### src/rtl/sync_model_pkg.sv
// Shared constants and elaboration-time width helpers for the sync step engine.
package sync_model_pkg;

    localparam int MODE_INTERLEAVE = 0;
    localparam int MODE_CONCURRENT = 1;

    function automatic int clog2(input int value);
        int r;
        int v;
        r = 0;
        v = value - 1;
        while (v > 0) begin
            r = r + 1;
            v = v >> 1;
        end
        return r;
    endfunction

    // Interleaved index must also encode "idle", hence N_SIG+1 distinct codes.
    function automatic int ena_width(input int n_sig);
        return (clog2(n_sig + 1) < 1) ? 1 : clog2(n_sig + 1);
    endfunction

endpackage

### src/rtl/sync_state_bit.sv
// One signal register: loads its reset value, otherwise toggles when enabled.
// Toggle is visible one cycle after en; no backpressure.
module sync_state_bit #(
    parameter logic INIT_VAL = 1'b0
) (
    input  logic clk,
    input  logic reset,
    input  logic en,
    output logic q
);

    logic r_q;

    always_ff @(posedge clk) begin
        if (reset) begin
            r_q <= INIT_VAL;
        end else if (en) begin
            r_q <= ~r_q;
        end
    end

    assign q = r_q;

endmodule

### src/rtl/sync_step_engine.sv
// Step engine: fires requested excited signals, one cycle latency, no backpressure.
// Optional hazard tracking is built when SYNC_STEP_HAZARD_EN is defined.
module sync_step_engine
    import sync_model_pkg::*;
#(
    parameter int               N_SIG = 8,
    parameter int               N_IN  = 2,
    parameter logic [N_SIG-1:0] INIT  = '0,
    parameter int               MODE  = MODE_INTERLEAVE,
    parameter int               CNT_W = 16
) (
    input  logic                          clk,
    input  logic                          reset,
    input  logic [ena_width(N_SIG)-1:0]   ena,
    input  logic [N_SIG-1:0]              ena_mask,
    input  logic [N_SIG-1:0]              nxt,
    output logic [N_SIG-1:0]              state,
    output logic [N_SIG-1:0]              excited,
    output logic                          stable,
    output logic                          fired,
    output logic                          illegal,
    output logic [CNT_W-1:0]              fire_cnt,
    output logic                          hazard,
    output logic [N_SIG-1:0]              hazard_vec
);

    localparam int EW = ena_width(N_SIG);
    localparam int PW = clog2(N_SIG + 1);
    localparam int SW = ((CNT_W > PW) ? CNT_W : PW) + 1;
    localparam logic [SW-1:0] CNT_MAX = {{(SW-CNT_W){1'b0}}, {CNT_W{1'b1}}};

    logic [N_SIG-1:0] w_state;
    logic [N_SIG-1:0] w_excited;
    logic [N_SIG-1:0] w_gate_mask;
    logic [N_SIG-1:0] w_req;
    logic [N_SIG-1:0] w_fv;
    logic [PW-1:0]    w_pop;
    logic [SW-1:0]    w_sum;
    logic             r_fired;
    logic             r_illegal;
    logic [CNT_W-1:0] r_fire_cnt;
    logic             w_unused_ok;

    // An input's next value is always its complement, so inputs are always excited.
    always_comb begin
        w_excited   = '0;
        w_gate_mask = '0;
        for (int i = 0; i < N_SIG; i++) begin
            if (i < N_IN) begin
                w_excited[i] = 1'b1;
            end else begin
                w_excited[i]   = nxt[i] ^ w_state[i];
                w_gate_mask[i] = 1'b1;
            end
        end
    end

    generate
        if (MODE == MODE_CONCURRENT) begin : g_conc
            assign w_req = ena_mask;
        end else begin : g_intl
            always_comb begin
                w_req = '0;
                for (int i = 0; i < N_SIG; i++) begin
                    if (ena == EW'(i)) begin
                        w_req[i] = 1'b1;
                    end
                end
            end
        end
    endgenerate

    assign w_fv = w_req & w_excited;

    always_comb begin
        w_pop = '0;
        for (int i = 0; i < N_SIG; i++) begin
            w_pop = w_pop + PW'(w_fv[i]);
        end
    end

    assign w_sum = SW'(r_fire_cnt) + SW'(w_pop);

    generate
        for (genvar g = 0; g < N_SIG; g++) begin : g_bit
            sync_state_bit #(
                .INIT_VAL (INIT[g])
            ) u_bit (
                .clk   (clk),
                .reset (reset),
                .en    (w_fv[g]),
                .q     (w_state[g])
            );
        end
    endgenerate

    always_ff @(posedge clk) begin
        if (reset) begin
            r_fired    <= 1'b0;
            r_illegal  <= 1'b0;
            r_fire_cnt <= '0;
        end else begin
            r_fired    <= |w_fv;
            r_illegal  <= |(w_req & ~w_excited);
            r_fire_cnt <= (w_sum > CNT_MAX) ? CNT_MAX[CNT_W-1:0] : w_sum[CNT_W-1:0];
        end
    end

`ifdef SYNC_STEP_HAZARD_EN
    logic [N_SIG-1:0] r_exc_q;
    logic [N_SIG-1:0] r_fv_q;
    logic [N_SIG-1:0] r_hazard_vec;

    // A gate that was excited, did not fire, and is no longer excited lost its excitation.
    always_ff @(posedge clk) begin
        if (reset) begin
            r_exc_q      <= '0;
            r_fv_q       <= '0;
            r_hazard_vec <= '0;
        end else begin
            r_exc_q      <= w_excited;
            r_fv_q       <= w_fv;
            r_hazard_vec <= r_hazard_vec | (r_exc_q & ~r_fv_q & ~w_excited & w_gate_mask);
        end
    end

    assign hazard     = |r_hazard_vec;
    assign hazard_vec = r_hazard_vec;
`else
    assign hazard     = 1'b0;
    assign hazard_vec = '0;
`endif

    assign w_unused_ok = ^{ena, ena_mask, nxt};

    assign state    = w_state;
    assign excited  = w_excited;
    assign stable   = ~|(w_excited & w_gate_mask);
    assign fired    = r_fired;
    assign illegal  = r_illegal;
    assign fire_cnt = r_fire_cnt;

endmodule
### config.mk
export PLATFORM = sky130hd
export DESIGN_NAME = sync_step_engine
export DESIGN_NICKNAME = d
export VERILOG_FILES = /design/src/rtl/sync_model_pkg.sv /design/src/rtl/sync_state_bit.sv /design/src/rtl/sync_step_engine.sv
export SDC_FILE = /design/constraint.sdc
export NUM_CORES = 1
export LEC_CHECK = 0
export CAP_MARGIN = 20
export CORE_ASPECT_RATIO = 1.75
export CORE_MARGIN = 4
export CORE_UTILIZATION = 25
export DETAILED_ROUTE_END_ITERATION = 6
export GPL_TIMING_DRIVEN = 0
export PLACE_DENSITY_LB_ADDON = 0.05
export SYNTH_ARGS = -nofsm -noshare
export SYNTH_HDL_FRONTEND = slang
export SYNTH_SLANG_ARGS = --single-unit
### constraint.sdc
create_clock -name clk -period 5.5 [get_ports clk]
set_input_delay 1.65 -clock clk [delete_from_list [all_inputs] [get_ports clk]]
set_output_delay 1.65 -clock clk [all_outputs]
set_load 0.005 [all_outputs]
Word-level counts from Yosys, hierarchy flattened

Cells that the tools add are included.

$lt $le $gt $ge: 1
Bitwise operators: 17
Mux-type cells: 9
Add/sub/neg operators: 8
Equal/unequal tests: 7
Reduce and logical (&&, ||, !) cells: 5

Operators with widths:

| cell                                                            | count |
|---|---|
| adder 16 x 4 -> 17 bit                                          | 1 |
| greater-than comparator 17 x 16 -> 1 bit, second input constant | 1 |
| adder 4 x 1 -> 4 bit                                            | 4 |
| bitwise AND 8 bit                                               | 2 |
| == test 4 x 3 -> 1 bit, second input constant                   | 4 |
| 2-to-1 mux 16 bit                                               | 1 |
| OR reduction 8 bit                                              | 2 |
| == test 4 x 2 -> 1 bit, second input constant                   | 2 |
| 2-to-1 mux 1 bit                                                | 8 |
| inverter 1 bit                                                  | 8 |
| inverter 8 bit                                                  | 1 |
| OR reduction 6 bit                                              | 1 |
| bitwise XOR 1 bit                                               | 6 |
| adder 3 x 1 -> 4 bit                                            | 1 |
| == test 4 x 1 -> 1 bit, second input constant                   | 1 |
| zero test 4 bit                                                 | 1 |
| adder 2 x 1 -> 3 bit                                            | 1 |
| adder 1 x 1 -> 2 bit                                            | 1 |
| zero test 1 bit                                                 | 1 |

Bits of input ports: 22
Flip-flop bits (word level): 26
Word-level logic and storage cells: 58

Logic depth before layout (Yosys ltp)

Depth in word-level cells: 13
Gate-level depth with buffers: 16
Mapped depth without buffers: 15

Cells and area by module

A second synthesis with hierarchy kept.

Cell total of the unflattened synthesis: 179
Area, all modules: 1,602.8 sq um

By module, submodules not included:

| module           | instances | seq. area each (sq um) | cells an instance | area an instance (sq um) |
|---|---|---|---|---|
| sync_step_engine | 1         | 360.3                  | 155               | 1,342.5 |
| sync_state_bit   | 8         | 20.0                   | 3                 | 32.5 |

Worst setup path before layout

Ideal clock, no wire load.

Kind: input to register
From: input ena[0]
To: register r_fire_cnt[10] (netlist: fire_cnt[10])
Arrival: 5.439 ns
Stages on the path: 15
Library setup time: 0.070 ns
Path slack: -0.010 ns
Path buffers: 2
Cells stage by stage: buf_4 > nand2b_1 > nor3_1 > and2_1 > fa_1 > inv_1 > fa_1 > fa_1 > fa_1 > fa_1 > and2b_1 > o22ai_4 > nand4b_2 > buf_6 > a21oi_1

Elaborated cells on any way between the ends: 27
Classes of those cells: add/sub (8); order compare (1); eq/ne (7); mux (9); bitwise (1); reduce/logical (1)

RTL lines:

| what                                     | line                    | source |
|---|---|---|
| from (decl)                              | sync_step_engine.sv:14  | `input logic [ena_width(N_SIG)-1:0] ena,` |
| == test 4 x 2 -> 1 bit *                 | sync_step_engine.sv:65  | `if (ena == EW'(i)) begin` |
| 2-to-1 mux 1 bit *                       | sync_step_engine.sv:65  |  |
| bitwise AND 8 bit *                      | sync_step_engine.sv:73  | `assign w_fv = w_req & w_excited;` |
| named net g_bit[2].u_bit.en              | sync_state_bit.sv:8     | `input logic en,` |
| adder 2 x 1 -> 3 bit *                   | sync_step_engine.sv:78  | `w_pop = w_pop + PW'(w_fv[i]);` |
| adder 3 x 1 -> 4 bit *                   | sync_step_engine.sv:78  |  |
| adder 4 x 1 -> 4 bit * (4 in series)     | sync_step_engine.sv:78  |  |
| adder 16 x 4 -> 17 bit *                 | sync_step_engine.sv:82  | `assign w_sum = SW'(r_fire_cnt) + SW'(w_pop);` |
| greater-than comparator 17 x 16 -> 1 bit | sync_step_engine.sv:105 | `r_fire_cnt <= (w_sum > CNT_MAX) ? CNT_MAX[CNT_W-1:0] : w_sum[CNT_W-1:0];` |
| 2-to-1 mux 16 bit *                      | sync_step_engine.sv:105 |  |
| to (signal assigned)                     | sync_step_engine.sv:105 |  |
| to (decl)                                | sync_step_engine.sv:41  | `logic [CNT_W-1:0] r_fire_cnt;` |

Mark *: on every way through the listed nets, which the timed path passes. The rest lies on a longest branch.
A chain may end at the register's enable or synchronous reset.

Final worst setup path

From: input ena[0]
To: register r_fire_cnt[3] (netlist: fire_cnt[3])

Same word-level chain as after synthesis.

==> results.toml <==
[die]
core_area_mm2 = 0.00654
io_pins = 66
floorplan.initialDensity_pct = 25.8
fp.dieW_um = 70.1
rows = 39
dieArea_mm2 = 0.00818
fp.dieH_um = 117

[sta]
worstMarginPinSlew_ns = 0.537
min_period_ns = 5.24
fmax_mhz = 191
finalSetupViolations = 0
hold_viol = 0
period_share_pct = 95.3
maxSlewViolCount = 0
max_slew_margin_pct = 64.2
tns_ns = 0
rsz0062_at_grt = "false"
fin_skew_ns = 0.00340
hold_slack_ns = 0.515

[worst_setup_path]
crit_chain = "buf_4 -> nand2b_4 -> nor3_2 -> and2_1 -> fa_1 -> inv_1 -> fa_1 -> fa_1 -> fa_2 -> fa_2 -> and2b_2 -> o22ai_4 -> nand4b_4 -> buf_12 -> o21a_1 -> nor2_1"
critical_path_class = "in2reg"
crit_slowest_cell = "fa_1"
regToRegEndpoint = "fire_cnt[3]$_SDFF_PP0_"
r2r-start = "g_bit[2].u_bit.q$_SDFFE_PP0P_"
critPathMaxStageDelay_ns = 0.49
crit_fanout = 10
r2r_slack_ns = 1.59
reg2reg_depth = 14
cp_common_cell = "fa_1"
crit_path_end = "fire_cnt[3]$_SDFF_PP0_"
cp.required_ns = 5.70
cp-start-kind = "input port"
critical_path.startpoint = "ena[0]"
cp.arrival_ns = 5.44
worstSetupEndpointType = "flip-flop"

[outcome]
run_status = "complete, no violations"

[job]
max_cap_violations = 0

[routing]
routed_wl_um = 4450
drtIter0Drc = 37
via_per_inst = 4.31
wl_per_cell_um = 13.3
drt_pre_antenna_iters = 4
vias = 1439
ant_nets = 0
drc = 0

[placed_design]
place.gp.congestion = 0.707
post-place-cells = 326
numPortBuffers = 41
place_hpwl_um = 3560

[cells_and_area]
nFillCells = 718
final_common_cell = "clkdlybuf4s50_1"
nNetsFinal = 286
final_core_util_pct = 37.2
mostFrequentLayoutCells = "37 x clkdlybuf4s50_1, 26 x dfxtp_1, 23 x buf_4"
diodes = 0
final_cells = 334
syn2layout_area_growth_pct = 44.0
drive_gt1_share_pct = 19.8

[power_and_ir_drop]
ir_worst_vdd_mv = 0.110
p_leak_uw = 0.00102
powerDensity_mw_per_mm2 = 187

[synthesis]
synth_enable_flop_cells = 0
syn_inst = 194
yosysSeqAreaShare_pct = 30.8
ys_async_sr_fraction_pct = 0
synthesis.area_mm2 = 0.00169
synth-seq-cells = 26
avgSynthCellArea_um2 = 8.70
ys.flop_type = "dfxtp_1"
yosysWarnings = 0
yosys.cell_types.count = 41

[clocking]
clkLatencyLatePin_ns = 0.26
clock-sinks = 26
htreeDepth = 1
numCtsBuffers = 3
clkSlewWorstSetupHoldPaths_ns = 0.07
clk_path_buf_depth = 2
tritoncts = "built"
cts-root-buf = "clkbuf_16"

[global_routing]
overflow = 0
grt_pass1_vias = 1500
grt_antenna_before_repair = 0
grt_start_max_net_pins = 15
grtUsageTotal_pct = 11.4
grt_pass1_wl_um = 7330

[min_path]
hold_path_class = "reg2reg"
through the flow:
step | area [µm²] | power, µW | setup WS, ns
final | 2430 | 456 | 0.258
after CTS | 2400 | 465 | 0.00212
after global routing | 2430 | 482 | 0.0804
after global placement | 2240 | 278 | -0.991
after detailed placement | 2240 | 277 | -0.950
after floorplan | 1730 | 243 | 0.0564
report_power, final:
group / switching (µW) / internal [µW] / total (µW)
clock: 68.0 / 111 / 180
sequential: 3.53 / 193 / 197
combinational: 36.7 / 42.8 / 79.6
registers in the layout, indices dropped and copies added (netlist names):
| name | cells |
|---|---|
| g_bit.u_bit.q | 8 |
| illegal | 1 |
| fired | 1 |
| fire_cnt | 16 |
Yosys cell counts (3+ instances only):
library cell	instances	area share, %
a21oi_1	16	4.7
and2_1	3	1.1
buf_4	20	8.9
dfxtp_1	26	31
fa_1	5	5.9
ha_1	6	4.4
inv_1	10	2.2
mux2i_1	7	4.2
nand2_1	10	2.2
nand2b_1	5	1.9
nand3_1	3	0.89
nor2_1	21	4.7
nor3_1	5	1.5
o211ai_1	3	1.3
o21ai_0	5	1.5
xnor2_1	6	3.1
xor2_1	13	6.7
worst min-delay path by stage:
| stage | from | slack, ns | depth (start not counted) | endpoint |
|---|---|---|---|---|
| 2_1_floorplan | g_bit[0].u_bit.q$_SDFFE_PP0P_ | 0.48 | 2 | g_bit[0].u_bit.q$_SDFFE_PP0P_ |
| 3_3_place_gp | fire_cnt[14]$_SDFF_PP0_ | 0.50 | 2 | fire_cnt[14]$_SDFF_PP0_ |
| 3_5_place_dp | g_bit[0].u_bit.q$_SDFFE_PP0P_ | 0.51 | 2 | g_bit[0].u_bit.q$_SDFFE_PP0P_ |
| 4_1_cts | fire_cnt[14]$_SDFF_PP0_ | 0.53 | 2 | fire_cnt[14]$_SDFF_PP0_ |
| 5_1_grt | fire_cnt[14]$_SDFF_PP0_ | 0.55 | 2 | fire_cnt[14]$_SDFF_PP0_ |
| 6_report | fire_cnt[14]$_SDFF_PP0_ | 0.51 | 2 | fire_cnt[14]$_SDFF_PP0_ |
timing repair:
action,CTS,global route
gates resized for setup,13,8
buffers inserted,3,1
pin swaps,3,1
endpoints found under the setup margin,16,15
hold buffers,0,0
kinds of logic (layout without fill, tap and decap cells):
family | Yosys count | after routing | synth area share, %
DFF | 26 | 26 | 30.8
muxes | 7 | 7 | 4.15
xor gates and xnor gates | 19 | 19 | 9.86
and+or+nand+nor | 59 | 59 | 17.6
buffers and inverters | 36 | 85 | 13.4
other | 2 | 11 | 0.445
adders and majority gates | 11 | 11 | 10.4
AOI/OAI and AO/OA | 34 | 34 | 13.3
layout make-up:
class | instances | area (µm²) | share of cell area (%)
Buffer | 26 | 189 | 7.77
Multi-Input combinational cell | 141 | 1040 | 43.0
Clock buffer | 4 | 88.8 | 3.65
Sequential cell | 26 | 520 | 21.4
Inverter | 10 | 37.5 | 1.54
Tap cell | 82 | 103 | 4.22
Timing Repair Buffer | 45 | 448 | 18.4
worst max-delay path: cells and delay by family:
kind            cells  cell delay (ns)
compound gates      2             0.19
fa+ha+maj           5             2.09
buf+inv             3             0.40
simple gates        6             1.10
per-layer routing:
metal / up-vias / global-route usage (%) / routed length, µm
li1: 734 / - / -
met2: 38 / 22.6 / 2500
met4: 0 / 3.96 / 57
met5: - / 0 / 0
met1: 661 / 12.0 / 1750
met3: 6 / 1.81 / 143
No activity file was read; power rests on OpenSTA's default activity.
